$ cat src/rtl/xy_settle_if.sv
// Valid/ready channel carrying one settled {x,y} value from the filter to its consumer.
interface xy_settle_if;
  logic       out_valid;
  logic       out_ready;
  logic [1:0] out_xy;

  modport master (
    output out_valid,
    output out_xy,
    input  out_ready
  );

  modport slave (
    input  out_valid,
    input  out_xy,
    output out_ready
  );
endinterface

$ cat src/rtl/xy_settle_filter.sv
// Synchronises the asynchronous x/y logic-stage outputs, rejects hazard glitches and
// emits each newly settled {x,y} once over a one-entry valid/ready buffer.
module xy_settle_filter #(
  parameter int STABLE_CYCLES = 4,
  parameter int CNT_W         = 8
) (
  input  logic             clk,
  input  logic             rst_n,
  input  logic             x_in,
  input  logic             y_in,
  input  logic             en,
  xy_settle_if.master      out_if,
  output logic             glitch_pulse,
  output logic [CNT_W-1:0] glitch_cnt,
  output logic             overflow
);

  localparam int RUN_W = $clog2(STABLE_CYCLES + 1);
  localparam logic [RUN_W-1:0] RUN_LAST = RUN_W'(STABLE_CYCLES - 1);
  localparam logic [RUN_W-1:0] RUN_ONE  = RUN_W'(1);

  typedef enum logic {
    STABLE,
    PENDING
  } state_t;

  function automatic logic [CNT_W-1:0] sat_inc(input logic [CNT_W-1:0] v);
    return (&v) ? v : v + 1'b1;
  endfunction

  logic [1:0]       sync_p0;
  logic [1:0]       sync_p1;
  state_t           state;
  logic [1:0]       stable_val;
  logic [1:0]       cand;
  logic [RUN_W-1:0] run_cnt;

  logic s_is_cand;
  logic s_is_stable;
  logic run_done;
  logic settle_evt;
  logic glitch_evt;
  logic buf_free;
  logic handshake;

  // Stage p0/p1: two-flop synchroniser; sync_p1 is the sampled value the filter judges
  always_ff @(posedge clk) begin
    if (!rst_n) begin
      sync_p0 <= 2'b00;
      sync_p1 <= 2'b00;
    end else begin
      sync_p0 <= {x_in, y_in};
      sync_p1 <= sync_p0;
    end
  end

  assign s_is_cand   = (sync_p1 == cand);
  assign s_is_stable = (sync_p1 == stable_val);
  assign run_done    = (run_cnt == RUN_LAST);
  assign settle_evt  = en && (state == PENDING) && s_is_cand && run_done;
  assign glitch_evt  = en && (state == PENDING) && s_is_stable;
  assign handshake   = out_if.out_valid && out_if.out_ready;
  assign buf_free    = !out_if.out_valid || out_if.out_ready;

  // Settle FSM: a candidate must repeat STABLE_CYCLES samples in a row to be accepted
  always_ff @(posedge clk) begin
    if (!rst_n) begin
      state      <= STABLE;
      stable_val <= 2'b00;
      cand       <= 2'b00;
      run_cnt    <= '0;
    end else if (!en) begin
      state      <= STABLE;
      stable_val <= sync_p1;
      run_cnt    <= '0;
    end else begin
      unique case (state)
        STABLE: begin
          if (!s_is_stable) begin
            state   <= PENDING;
            cand    <= sync_p1;
            run_cnt <= RUN_ONE;
          end
        end
        PENDING: begin
          if (s_is_cand) begin
            if (run_done) begin
              state      <= STABLE;
              stable_val <= cand;
              run_cnt    <= '0;
            end else begin
              run_cnt <= run_cnt + 1'b1;
            end
          end else if (s_is_stable) begin
            // Returned to the old value before settling: a hazard glitch
            state   <= STABLE;
            run_cnt <= '0;
          end else begin
            cand    <= sync_p1;
            run_cnt <= RUN_ONE;
          end
        end
        default: begin
          state   <= STABLE;
          run_cnt <= '0;
        end
      endcase
    end
  end

  // Output stage: one-entry buffer, glitch strobe and statistics
  always_ff @(posedge clk) begin
    if (!rst_n) begin
      out_if.out_valid <= 1'b0;
      out_if.out_xy    <= 2'b00;
      glitch_pulse     <= 1'b0;
      glitch_cnt       <= '0;
      overflow         <= 1'b0;
    end else begin
      glitch_pulse <= glitch_evt;
      if (glitch_evt) begin
        glitch_cnt <= sat_inc(glitch_cnt);
      end
      if (settle_evt && buf_free) begin
        out_if.out_valid <= 1'b1;
        out_if.out_xy    <= cand;
      end else if (settle_evt) begin
        // Consumer is stalled on an older value; keep it and flag the loss
        overflow <= 1'b1;
      end else if (handshake) begin
        out_if.out_valid <= 1'b0;
      end
    end
  end

endmodule

$ cat src/flat_wrapper.sv
// flat-port wrapper written by rule: the top's interface ports become plain ports
module xy_settle_filter_flat 
#(
  parameter int STABLE_CYCLES = 4,
  parameter int CNT_W         = 8
)
  (clk, rst_n, x_in, y_in, en, glitch_pulse, glitch_cnt, overflow, out_if_out_valid, out_if_out_xy, out_if_out_ready);
  xy_settle_if out_if_i ();
  input  logic clk;
  input  logic rst_n;
  input  logic x_in;
  input  logic y_in;
  input  logic en;
  output logic glitch_pulse;
  output logic [CNT_W-1:0] glitch_cnt;
  output logic overflow;
  output wire logic [$bits(out_if_i.out_valid)-1:0] out_if_out_valid;
  output wire logic [$bits(out_if_i.out_xy)-1:0] out_if_out_xy;
  input wire logic [$bits(out_if_i.out_ready)-1:0] out_if_out_ready;
  assign out_if_out_valid = out_if_i.out_valid;
  assign out_if_out_xy = out_if_i.out_xy;
  assign out_if_i.out_ready = out_if_out_ready;
  xy_settle_filter #(.STABLE_CYCLES(STABLE_CYCLES), .CNT_W(CNT_W)) u_core (.clk(clk), .rst_n(rst_n), .x_in(x_in), .y_in(y_in), .en(en), .out_if(out_if_i), .glitch_pulse(glitch_pulse), .glitch_cnt(glitch_cnt), .overflow(overflow));
endmodule
$ cat config.mk
export PLATFORM = sky130hd
export DESIGN_NAME = xy_settle_filter_flat
export DESIGN_NICKNAME = d
export VERILOG_FILES = /design/src/rtl/xy_settle_if.sv /design/src/rtl/xy_settle_filter.sv /design/src/flat_wrapper.sv
export SDC_FILE = /design/constraint.sdc
export NUM_CORES = 1
export LEC_CHECK = 0
export CORE_UTILIZATION = 51
export CTS_CLUSTER_DIAMETER = 50
export DETAILED_ROUTE_END_ITERATION = 7
export GPL_ROUTABILITY_DRIVEN = 1
export HOLD_SLACK_MARGIN = 0.03
export PLACE_DENSITY = 0.77
export SLEW_MARGIN = 20
export SYNTH_ARGS = -nofsm -noshare
export SYNTH_HDL_FRONTEND = slang
export SYNTH_SLANG_ARGS = --single-unit
$ cat constraint.sdc
create_clock -name clk -period 1.62 [get_ports clk]
set_input_delay 0.162 -clock clk [delete_from_list [all_inputs] [get_ports clk]]
set_output_delay 0.162 -clock clk [all_outputs]
set_load 0.01 [all_outputs]
==> summary.md <==
| Metric | Value |
|---|---|
| N_diodes | `0` |
| Net Count, Synth | `126` |
| Area delta synth->final | `29.9%` |
| Final hold vios | `0` |
| R2R setup slack | `0.06 ns` |
| Post-DR vias/cell | `roughly 5.5` |
| Actual slew at the worst max-slew pin | `between 0.3 and 0.4 ns` |
| Mapped Cells | `roughly 120` |
| Final core occ | `72.5%` |
| Maximum clock frequency | `roughly 0.64 GHz` |
| Clock transition at the registers of the reported paths | `0.13 ns` |
| P_leak | `between 0.4 and 0.5 nW` |
| Die Wd | `around 50 um` |
| Max Cap Viol | `0` |
| Setup violators final | `0` |
| Initial antenna violation count | `0` |
| Peak VDD IR | `between 0.0006 and 0.0007 V` |
| Layout cells sized above 1 | `between 15 and 20%` |
| Number of cells in the design after placement | `approximately 170` |
| Core ar. | `approximately 2000 um^2` |
| Via count | `about 950` |
| WL final | `approximately 2.2 mm` |
| P_sw | `0.249 mW` |
| Final Cycle Share | `a little over nine tenths` |
| Largest net degree at the start of global routing | `25` |
| Most used DFF post-synth | `dfxtp_1` |
| Status | `complete, no violations` |
| Post-route setup slack | `0.0600 ns` |
| First-pass GRT wire length | `~3.9 mm` |
| Detailed-route DRC error count | `0` |
| CTS Hold Buffers Added | `0` |
| Worst Setup Path Type | `reg2reg` |
| WL/cell | `12.5 um` |
| Relative slew slack | `roughly 79%` |
| Hpwl dp | `approximately 1.6 mm` |
| Final hold slack | `approximately 0.41 ns` |
| Htree depth | `1` |
| Worst Path Required | `around 1.9 ns` |
| I/O pin total | `19` |
| Syn avg cell area | `roughly 9.5 um^2` |
| Sw Share | `~24%` |
| Die Y | `48.8 um` |
| Clk network pwr share | `between 20% and 30%` |
| Std-Cell Rows | `16` |
| Fillers | `around 160` |
| Unique masters post-synth | `37` |
| CP max FO | `11` |
| Detailed Routing Iterations Pass 1 | `4` |
| Ranking of synthesized cells by area | `dfxtp_1 (45%), mux2i_1 (7.2%), nand2_1 (6.0%), xnor2_2 (2.9%), a21oi_1 (2.7%)` |
| Final non-filler cell total | `about 170` |
| CTS Buffer Depth | `2` |
| Post-synth ARST share | `0%` |
| Final setup TNS | `0 ns` |
| Worst-Skew Late Latency | `roughly 0.31 ns` |
| Reg-to-Reg Start | `u_core.glitch_cnt[0]$_SDFFE_PN0P_` |
| Number of flops mapped to enable cells by yosys | `0` |
| Synth warn | `0` |
| Synth area leader | `dfxtp_1` |
| Pwr Density | `between 700 and 800 nW/um^2` |
| Unrepaired setup endpoints after global routing | `yes` |
| Comb pwr share | `a little over a tenth` |
| PortBufs | `18` |
| CTS Buf Count | `3` |
| Element type at the critical path end | `register` |
| Min-delay src | `y_in` |
| Int Pwr | `0.776 mW` |
| Post-Place Worst Slack | `-0.0534 ns` |
| Hold Crit Class | `in2reg` |
| ANT nets after route | `0` |
| Setup Buffers After CTS | `0` |
| Crit path launch | `u_core.glitch_cnt[0]$_SDFFE_PN0P_` |
| Sequential share of power | `62.8%` |
| Gpl congestion | `about 0.80` |
| Synthesized cell area | `1120 um^2` |
| Fin. max-slew vios | `0` |
| Setup crit start kind | `register` |
| Number of DRC markers in iteration 0 | `9` |
| GRT Total Usage | `20.7%` |
| # clock sinks | `25` |
| Vias in the first global route | `a little over 900` |
| Synthesis-stage register bit count | `25` |
| CTS root buffer | `clkbuf_4` |
| CTS tree | `built` |
| Register area share after synthesis | `44.8%` |
| Fin crit period | `1.56 ns` |
| Final #Nets | `155` |
| Synth top area share | `between 40 and 50%` |
| Worst clock skew | `~0.0013 ns` |
| Starting Density | `approximately 56%` |
| Overall die area | `2380 um^2` |
| CP arrival | `1.81 ns` |
| GRT overflow | `0` |
[synth_stat cells, drive strengths merged (3+ instances only)]
library cell  count
a21oi             6
or3               3
clkbuf            3
o21ai             4
mux2i             8
nand3             3
nand2            18
nor3              4
nor2b             3
dfxtp            25
xnor2             4
inv               3
and2              4
o31ai             3
[registers in the layout (all words and copies together), names as in the netlist]
signal / count
u_core.out_if.out_valid: 1
u_core.stable_val: 2
u_core.sync_p0: 2
u_core.out_if.out_xy: 2
u_core.run_cnt: 3
u_core.state: 1
u_core.overflow: 1
u_core.glitch_pulse: 1
u_core.sync_p1: 2
u_core.cand: 2
u_core.glitch_cnt: 8
[per-stage QoR]
| stage | area [um^2] | power (mW) |
|---|---|---|
| 5_1_grt | 1450 | 1.08 |
| 6_report | 1450 | 1.02 |
| 2_1_floorplan | 1120 | 0.717 |
| 3_5_place_dp | 1380 | 0.756 |
| 3_3_place_gp | 1380 | 0.752 |
| 4_1_cts | 1410 | 1.03 |
[power by group through the flow]
| stage | clock network (mW) | logic [mW] | registers, mW |
|---|---|---|---|
| 2_1_floorplan | 0 | 0.0641 | 0.653 |
| 3_3_place_gp | 0 | 0.0971 | 0.655 |
| 3_5_place_dp | 0 | 0.101 | 0.655 |
| 4_1_cts | 0.290 | 0.101 | 0.642 |
| 5_1_grt | 0.309 | 0.120 | 0.646 |
| 6_report | 0.272 | 0.109 | 0.644 |
[cells by family (layout without fill, tap and decap cells)]
logic type	count (synthesis)	after routing	share of synthesized area, %
xor+xnor	4	4	4.48
mux	8	8	7.17
simple gates	48	48	23.5
flops	25	25	44.8
buf+inv	8	36	4.37
fa+ha+maj	2	2	2.24
compound gates	23	23	13.4
[cells in the final DEF (no fill, tap or decap), types with 2 or more instances in the layout]
| cell | count |
|---|---|
| buf_4 | 11 |
| o41ai_1 | 2 |
| xnor2_2 | 2 |
| o311ai_0 | 2 |
| nor2b_1 | 2 |
| nand2_1 | 18 |
| o31ai_1 | 3 |
| ha_1 | 2 |
| dfxtp_1 | 20 |
| or4_1 | 2 |
| inv_1 | 3 |
| a21oi_1 | 5 |
| mux2i_1 | 8 |
| nand3_1 | 2 |
| or3_1 | 2 |
| nor2_1 | 2 |
| dfxtp_2 | 4 |
| and2_1 | 4 |
| clkdlybuf4s50_1 | 18 |
| o21ai_0 | 4 |
| o21a_1 | 2 |
| and4_1 | 2 |
| nor3_1 | 4 |
| clkbuf_4 | 3 |
[worst max-delay path, stage by stage (launching register included)]
cell     delay, ns
dfxtp_4       0.38
ha_1          0.21
nand3_1       0.12
nor3_1        0.06
buf_4         0.16
or3_2         0.43
a21oi_2       0.14
[path summary, 6_finish.rpt]
kind	cells past startpoint	to
max	6	u_core.glitch_cnt[0]$_SDFFE_PN0P_
min reg2reg	1	u_core.sync_p1[0]$_SDFF_PN0_
min	2	u_core.sync_p0[0]$_SDFF_PN0_
max reg2reg	6	u_core.glitch_cnt[0]$_SDFFE_PN0P_
[routing by layer]
| layer | vias to the layer above | GRT usage [%] | part of all wire, % |
|---|---|---|---|
| met1 | 447 | 27.2 | 48 |
| met2 | 15 | 33.1 | 48 |
| met5 | - | 0 | 0 |
| li1 | 483 | - | - |
| met3 | 2 | 3.74 | 2.3 |
| met4 | 0 | 8.82 | 0.92 |
[area by class of cell]
type	count	area, um^2	share of cell area (%)
clock inverter	1	5.00	0.345
tap	27	33.8	2.33
multi-input combinational	85	607	41.8
sequential	25	509	35.1
inverter	3	11.3	0.776
clock buffer	3	22.5	1.55
timing repair buffer	29	263	18.1
[repair_timing]
| item | 4_1_cts | 5_1_grt |
|---|---|---|
| pin swaps | 0 | 2 |
| endpoints found under the setup margin | 1 | 12 |
| gates resized for setup | 2 | 10 |
(Power assumes the default switching activity.)
